<file path="config.mk">
export PLATFORM = sky130hd
export DESIGN_NAME = ad7621_capture
export DESIGN_NICKNAME = d
export VERILOG_FILES = /design/src/rtl/ad7621_capture.sv
export SDC_FILE = /design/constraint.sdc
export NUM_CORES = 1
export LEC_CHECK = 0
export CELL_PAD_IN_SITES_DETAIL_PLACEMENT = 0
export CELL_PAD_IN_SITES_GLOBAL_PLACEMENT = 1
export CORE_ASPECT_RATIO = 1.25
export CORE_UTILIZATION = 42
export CTS_BUF_LIST = sky130_fd_sc_hd__clkbuf_4 sky130_fd_sc_hd__clkbuf_8
export DETAILED_ROUTE_END_ITERATION = 12
export PLACE_DENSITY = 0.84
export SETUP_SLACK_MARGIN = 0.5
export SLEW_MARGIN = 20
export SYNTH_ARGS = -nofsm -noshare
export SYNTH_HDL_FRONTEND = slang
export SYNTH_SLANG_ARGS = --single-unit
export TNS_END_PERCENT = 30
</file>
<file path="constraint.sdc">
create_clock -name sys_clk -period 4.8 [get_ports sys_clk]
set_input_delay 1.2 -clock sys_clk [delete_from_list [all_inputs] [get_ports sys_clk]]
set_output_delay 1.2 -clock sys_clk [all_outputs]
set_load 0.02 [all_outputs]
</file>
<file path="src/rtl/ad7621_capture.sv">
// AD7621 per-pixel conversion sequencer: drives CONVST/BUSY, latches the sample,
// subtracts the dark offset, clamps to saturation and streams surviving pixels to the CCD FIFO.
module ad7621_capture #(
  parameter int CONVST_LOW   = 4,
  parameter int BUSY_TIMEOUT = 96,
  parameter int SKIP_PIXELS  = 32,
  parameter int N_PIXELS     = 2048
) (
  input  logic        sys_clk,
  input  logic        sys_rst,
  input  logic        frame_restart,
  input  logic        pixel_start,
  input  logic [15:0] FPGA_OFFSETVALUE,
  input  logic [15:0] FPGA_MAXSATVALUE,
  input  logic        ad7621_busy,
  input  logic [15:0] ad7621_di,
  output logic        ad7621_convst,
  output logic [15:0] fifo_do,
  output logic        flag_fifo_do,
  output logic        frame_done,
  output logic        overrun,
  output logic        busy_timeout
);

  localparam int CNT_MAX = (CONVST_LOW > BUSY_TIMEOUT) ? CONVST_LOW : BUSY_TIMEOUT;
  localparam int CNT_W   = $clog2(CNT_MAX + 1);

  localparam logic [CNT_W-1:0] CONV_LAST = CNT_W'(CONVST_LOW - 1);
  localparam logic [CNT_W-1:0] WAIT_LAST = CNT_W'(BUSY_TIMEOUT - 1);
  localparam logic [11:0]      PIX_FIRST = 12'(SKIP_PIXELS);
  localparam logic [11:0]      PIX_LAST  = 12'(SKIP_PIXELS + N_PIXELS - 1);

  typedef enum logic [2:0] {
    S_IDLE,
    S_CONV,
    S_WAIT_H,
    S_WAIT_L,
    S_LATCH,
    S_PROC
  } state_t;

  state_t           r_state;
  state_t           w_next;
  logic [CNT_W-1:0] r_cnt;
  logic             r_busy_m;
  logic             r_busy_s;
  logic             r_active;
  logic [11:0]      r_pix_cnt;
  logic [15:0]      r_raw;
  logic             w_timeout;
  logic [16:0]      w_diff;
  logic [15:0]      w_sub;
  logic [15:0]      w_pix;
  logic             w_in_window;

  always_comb begin
    // NOTE: every always_comb output gets a default first so no path can infer a latch.
    w_next    = r_state;
    w_timeout = 1'b0;
    unique case (r_state)
      S_IDLE:   if (pixel_start && r_active) w_next = S_CONV;
      S_CONV:   if (r_cnt == CONV_LAST) w_next = S_WAIT_H;
      S_WAIT_H: begin
        if (r_busy_s) begin
          w_next = S_WAIT_L;
        end else if (r_cnt == WAIT_LAST) begin
          w_next    = S_PROC;
          w_timeout = 1'b1;
        end
      end
      S_WAIT_L: if (!r_busy_s) w_next = S_LATCH;
      S_LATCH:  w_next = S_PROC;
      S_PROC:   w_next = S_IDLE;
      default:  w_next = S_IDLE;
    endcase
    if (frame_restart) begin
      w_next    = S_IDLE;
      w_timeout = 1'b0;
    end
  end

  // Dark subtraction floors at zero; a zero ceiling disables clamping.
  always_comb begin
    w_diff      = {1'b0, r_raw} - {1'b0, FPGA_OFFSETVALUE};
    w_sub       = (r_raw > FPGA_OFFSETVALUE) ? w_diff[15:0] : 16'd0;
    w_pix       = ((FPGA_MAXSATVALUE != 16'd0) && (w_sub > FPGA_MAXSATVALUE)) ? FPGA_MAXSATVALUE : w_sub;
    w_in_window = (r_pix_cnt >= PIX_FIRST) && (r_pix_cnt <= PIX_LAST);
  end

  // NOTE: sequential state uses non-blocking assignments so all registers update together.
  always_ff @(posedge sys_clk or negedge sys_rst) begin
    if (!sys_rst) begin
      r_state       <= S_IDLE;
      r_cnt         <= '0;
      r_busy_m      <= 1'b0;
      r_busy_s      <= 1'b0;
      r_active      <= 1'b0;
      r_pix_cnt     <= '0;
      r_raw         <= '0;
      ad7621_convst <= 1'b1;
      fifo_do       <= '0;
      flag_fifo_do  <= 1'b0;
      frame_done    <= 1'b0;
      overrun       <= 1'b0;
      busy_timeout  <= 1'b0;
    end else begin
      r_busy_m      <= ad7621_busy;
      r_busy_s      <= r_busy_m;
      r_state       <= w_next;
      flag_fifo_do  <= 1'b0;
      frame_done    <= 1'b0;
      ad7621_convst <= frame_restart || (r_state != S_CONV);

      if (w_next != r_state) begin
        r_cnt <= '0;
      end else if (r_state == S_CONV || r_state == S_WAIT_H) begin
        r_cnt <= r_cnt + 1'b1;
      end

      if (frame_restart) begin
        r_pix_cnt    <= '0;
        r_active     <= 1'b1;
        overrun      <= 1'b0;
        busy_timeout <= 1'b0;
      end else begin
        if (pixel_start && r_state != S_IDLE) overrun <= 1'b1;
        if (w_timeout) begin
          busy_timeout <= 1'b1;
          r_raw        <= '0;
        end
        if (r_state == S_LATCH) r_raw <= ad7621_di;
        if (r_state == S_PROC) begin
          r_pix_cnt <= r_pix_cnt + 1'b1;
          if (w_in_window) begin
            fifo_do      <= w_pix;
            flag_fifo_do <= 1'b1;
          end
          if (r_pix_cnt == PIX_LAST) begin
            frame_done <= 1'b1;
            r_active   <= 1'b0;
          end
        end
      end
    end
  end

endmodule

</file>
# == After elaboration in Yosys (flattened, before gate mapping) ==
# Cells that the tools add are included.
# op_classes
n_addsub,3
n_mul,0
div_mod_pow,0
n_lt_le_gt_ge,4
n_eq_ne,10
shifts,0
mux,32
n_bitwise,1
n_reduce_logical,18
# ops
op,count
$mux 16,4
$gt 16x16->1,2
$mux 12,2
$mux 3,6
$mux 1,17
$reduce_bool 16->1,1
$sub 16x16->16,1
$pmux 3 s5,1
$mux 7,2
$add 12x1->12 const B,1
$eq 12x12->1 const B,1
$ge 12x6->1 const B,1
$le 12x12->1 const B,1
$reduce_bool 2->1,6
$add 7x1->7 const B,1
$eq 7x2->1 const B,1
$eq 7x7->1 const B,1
$eq 3x2->1 const B,2
$eq 3x3->1 const B,2
$logic_and 1x1->1,4
$reduce_and 2->1,2
$eq 3x1->1 const B,1
$logic_not 3->1,1
$ne 3x1->1 const B,1
5 further kinds,6
# word_totals
ff_bits,62
latch_bits,0
mem_bits_rw,0
rom_bits,0
wordCells,81
n_memories,0

# == Longest topological paths before layout ==
# depth
depth_word,7
mapped_depth,19
ltp_nobuf,18

# == Least setup slack after synthesis ==
# OpenSTA, ideal clock, no wires.
# synth_path
path_type,input to register
from,in FPGA_OFFSETVALUE[0]
to,reg fifo_do[14]
setup_ns,0.126
t_arrival_ns,4.449
t_required_ns,4.674
setup_slack_ns,0.225
stages,17
cell_sequence,ha_1 inv_1 fa_1 a211oi_2 o21ai_1 a31o_2 a21oi_1 xor2_1 nor2_1 ha_1 nand2_1 or4_4 o21ai_2 a31oi_4 buf_6 and3_1 a221o_1
# synth_via
elab_chain_len,5
word_cells_on_any_way,6
cone_classes,add/sub: 1; order compare: 2; mux: 2; reduce/logical: 1
# synth_rtl
item,line,text
start: declaration,13,"input logic [15:0] FPGA_OFFSETVALUE,"
$sub 16x16->16 or $gt 16x16->1 (tied branches),"84, 85",
$mux 16 *,85,w_sub = (r_raw > FPGA_OFFSETVALUE) ? w_diff[15:0] : 16'd0;
$gt 16x16->1,86,w_pix = ((FPGA_MAXSATVALUE != 16'd0) && (w_sub > FPGA_MAXSATVALUE)) ? FPGA_MAXSATVALUE : w_sub;
$logic_and 1x1->1,86,
$mux 16 *,86,
end signal: assignment,135,fifo_do <= w_pix;
end: declaration,18,"output logic [15:0] fifo_do,"
# Mark *: on every way between the ends. The rest lies on a longest branch, timed or not.
# A chain may end at the register's enable or synchronous reset.

# == Final worst setup path ==
# layout_path
from,in FPGA_OFFSETVALUE[0]
to,reg fifo_do[15]
# The elaborated chain is that of the path after synthesis.

==> run metrics <==
Post-synth EDFFs 0; dpl ws -434.5 ps; Peak Freq 0.2229 GHz; initial antenna violation count 0; register area share after synthesis 36.22%; RSZ-0062 raised after global routing true; DP Wirelength 8.338 mm; root buffer cell clkbuf_8; cells after synthesis 484; post-layout power 1.342 mW; Yosys reg bits 62; Slew Limit Fails 0; I/O pin count 74; crit end category flop; post-synth top area share 35.61%; final setup violation count 0; Post-Syn Area 4287 sq um; max-cap violations 0; Reg clk slew, reported paths 70 ps; H-tree depth 3; Die Span Y 115.0 um; Row Count 40; Worst setup SP type primary input; WL/cell 15.06 um; Initial Utilization 43.92%; vias in the first global route 4132; largest net degree at the start of global routing 36; area leader, netlist dfrtp_1; global route total overflow 0; Worst Hold Class reg2reg; area grow syn2layout 47.64%; Layout Nets 722; worst endpoint required time 5030 ps; first-pass GRT wire length 19.20 mm; Post-DRT Antenna Nets 0; Hold-fix buffers, CTS 0; Syn Nets 573; 1st-iter DRT viols 184; fin crit period 4486 ps; drt first pass iters 4; crit path kind in2reg; VDD IR max 0.1613 mV; asr flop ratio synth 100.0%; Ys Warns 0; clock skew 6.834 ps; Vias/cell 5.377; CTS Sinks 62; Die X 92.36 um; power density over cell area 212.1 nW/um^2; Hold Vio Cnt, Final 0; clk_lat worst skew 360 ps; die area 10620 sq um; setup_tns 0 ps; n_diodes 0; leakage power total 2.819 nW; GRT Overall Usage 22.97%; DRC violations left 0; cells taking the most area after synthesis dfrtp_1 36%, ha_1 10%, a21oi_1 4.8%; total wire length 11.51 mm; Crit Path Max Fanout 7; Final WS setup 314.1 ps; share of layout cells above drive strength 1 28.84%; outcome finished clean; fin crit share 93.46%; number of port buffers 73; Avg Cell Area, Syn 8.857 sq um; TritonCTS clock tree yes; post-synth cell types 65; clk buf depth 2; Post-DP Area 5629 sq um; CP arrival 4720 ps; Vias 4108; cts bufs inserted 9; ys flop type dfrtp_1; GPL Wtd Cong 0.8485; core box area 9759 sq um; Max-slew headroom 55.37%; Final Cell Area 6329 sq um; # placed instances 731; Tightest Pin Transition 669.5 ps; Post-Layout Cell Count 764
## cell type report
cell class                 instances  area, sq um
fill                             803         3431
multi-input combinational        363         2890
sequential                        62         1553
timing repair buffer             156         1385
clock buffer                      15        181.4
tap                              126        157.7
inverter                          41        153.9
clock inverter                     1        7.507
## layout by cell type (no fill, tap or decap), types with 12 or more instances in the layout
cell type	netlist	routed
dlygate4sd2_1	0	12
dfrtp_1	61	61
ha_1	35	19
buf_4	2	75
nor2_1	43	42
ha_4	0	15
nand2_1	41	39
clkdlybuf4s50_1	0	56
o21ai_0	22	19
xor2_1	13	13
nand3_1	25	22
inv_1	39	25
a21oi_1	41	32
a22o_1	16	16
inv_2	1	15
## repair_timing
action                                  CTS  global route
pin swaps                                46             4
endpoints found under the setup margin   16            16
gates cloned                              1             0
buffers inserted                         15             1
gates resized for setup                  98             1
## report_power, final
part / leakage [nW] / switching [mW] / internal [mW]
sequential: 0.846 / 0.0140 / 0.537
clock: 0.0976 / 0.211 / 0.239
combinational: 1.88 / 0.164 / 0.177
## synth_stat cells (all sizes together) (3+ instances only)
cell and n:
a21o 6, a21oi 41, a22o 16, a31o 3, a31oi 4, and2 3
and3 7, buf 12, clkbuf 6, dfrtp 61, ha 35, inv 40
mux2i 7, nand2 41, nand2b 3, nand3 25, nand4 8, nor2 44
nor2b 6, nor3 15, nor4 8, o211ai 5, o21ai 27, o21bai 3
or3 4, xnor2 11, xor2 13
## final timing paths
check                                 to                start  cells past startpoint  slack [ps]
hold / removal                  r_busy_s             r_busy_m                      0         360
setup reg to reg             fifo_do[15]             r_raw[0]                     18         740
setup / recovery             fifo_do[15]  FPGA_OFFSETVALUE[0]                     18         310
max in group asynchronous  ad7621_convst              sys_rst                      2        2990
hold reg to reg                 r_busy_s             r_busy_m                      0         360
min in group asynchronous    fifo_do[15]              sys_rst                      1         870
## critical path, stage by stage
cell and delay (ps):
buf_6 80, ha_4 130, inv_2 30, fa_2 360, a211oi_4 290, o21ai_0 170
a21oi_1 250, xnor2_1 130, and2_1 190, ha_1 300, nand4_1 100, or4_4 570
a21o_1 200, a31oi_4 190, buf_6 140, buf_6 110, mux2i_1 190, a21oi_1 80
## per-layer routing
layer | GRT usage (%) | vias up | wire (um)
met4 | 10.00 | 0 | 217
met2 | 42.52 | 93 | 6084
met1 | 26.46 | 1975 | 4825
li1 | - | 2025 | -
met3 | 2.778 | 15 | 381
met5 | 0 | - | 0
## stage by stage
step | hold WS [ps] | util [%]
2_1_floorplan | 331.2 | -
3_3_place_gp | 336.1 | 57.68
3_5_place_dp | 346.5 | 57.68
4_1_cts | 362.6 | 64.73
5_1_grt | 364.5 | 64.85
6_report | 355.6 | 64.85
## sequential cells by signal (all words and copies together), names as in the netlist
signal	flops
r_state	3
r_busy_m	1
r_cnt	7
ad7621_convst	1
frame_done	1
r_active	1
flag_fifo_do	1
busy_timeout	1
overrun	1
r_busy_s	1
r_raw	16
r_pix_cnt	12
fifo_do	16
## logic make-up (layout without fill, tap and decap cells)
group	Yosys count	after routing	share of synthesized area (%)
DFF	62	62	36.22
muxes	7	7	1.635
and+or+nand+nor	175	175	21.16
xor gates and xnor gates	24	24	4.904
adders and majority gates	36	36	10.68
AOI/OAI and AO/OA	121	121	19.32
buffers and inverters	59	213	6.071
Note: power is estimated with default switching activity, not from simulation.
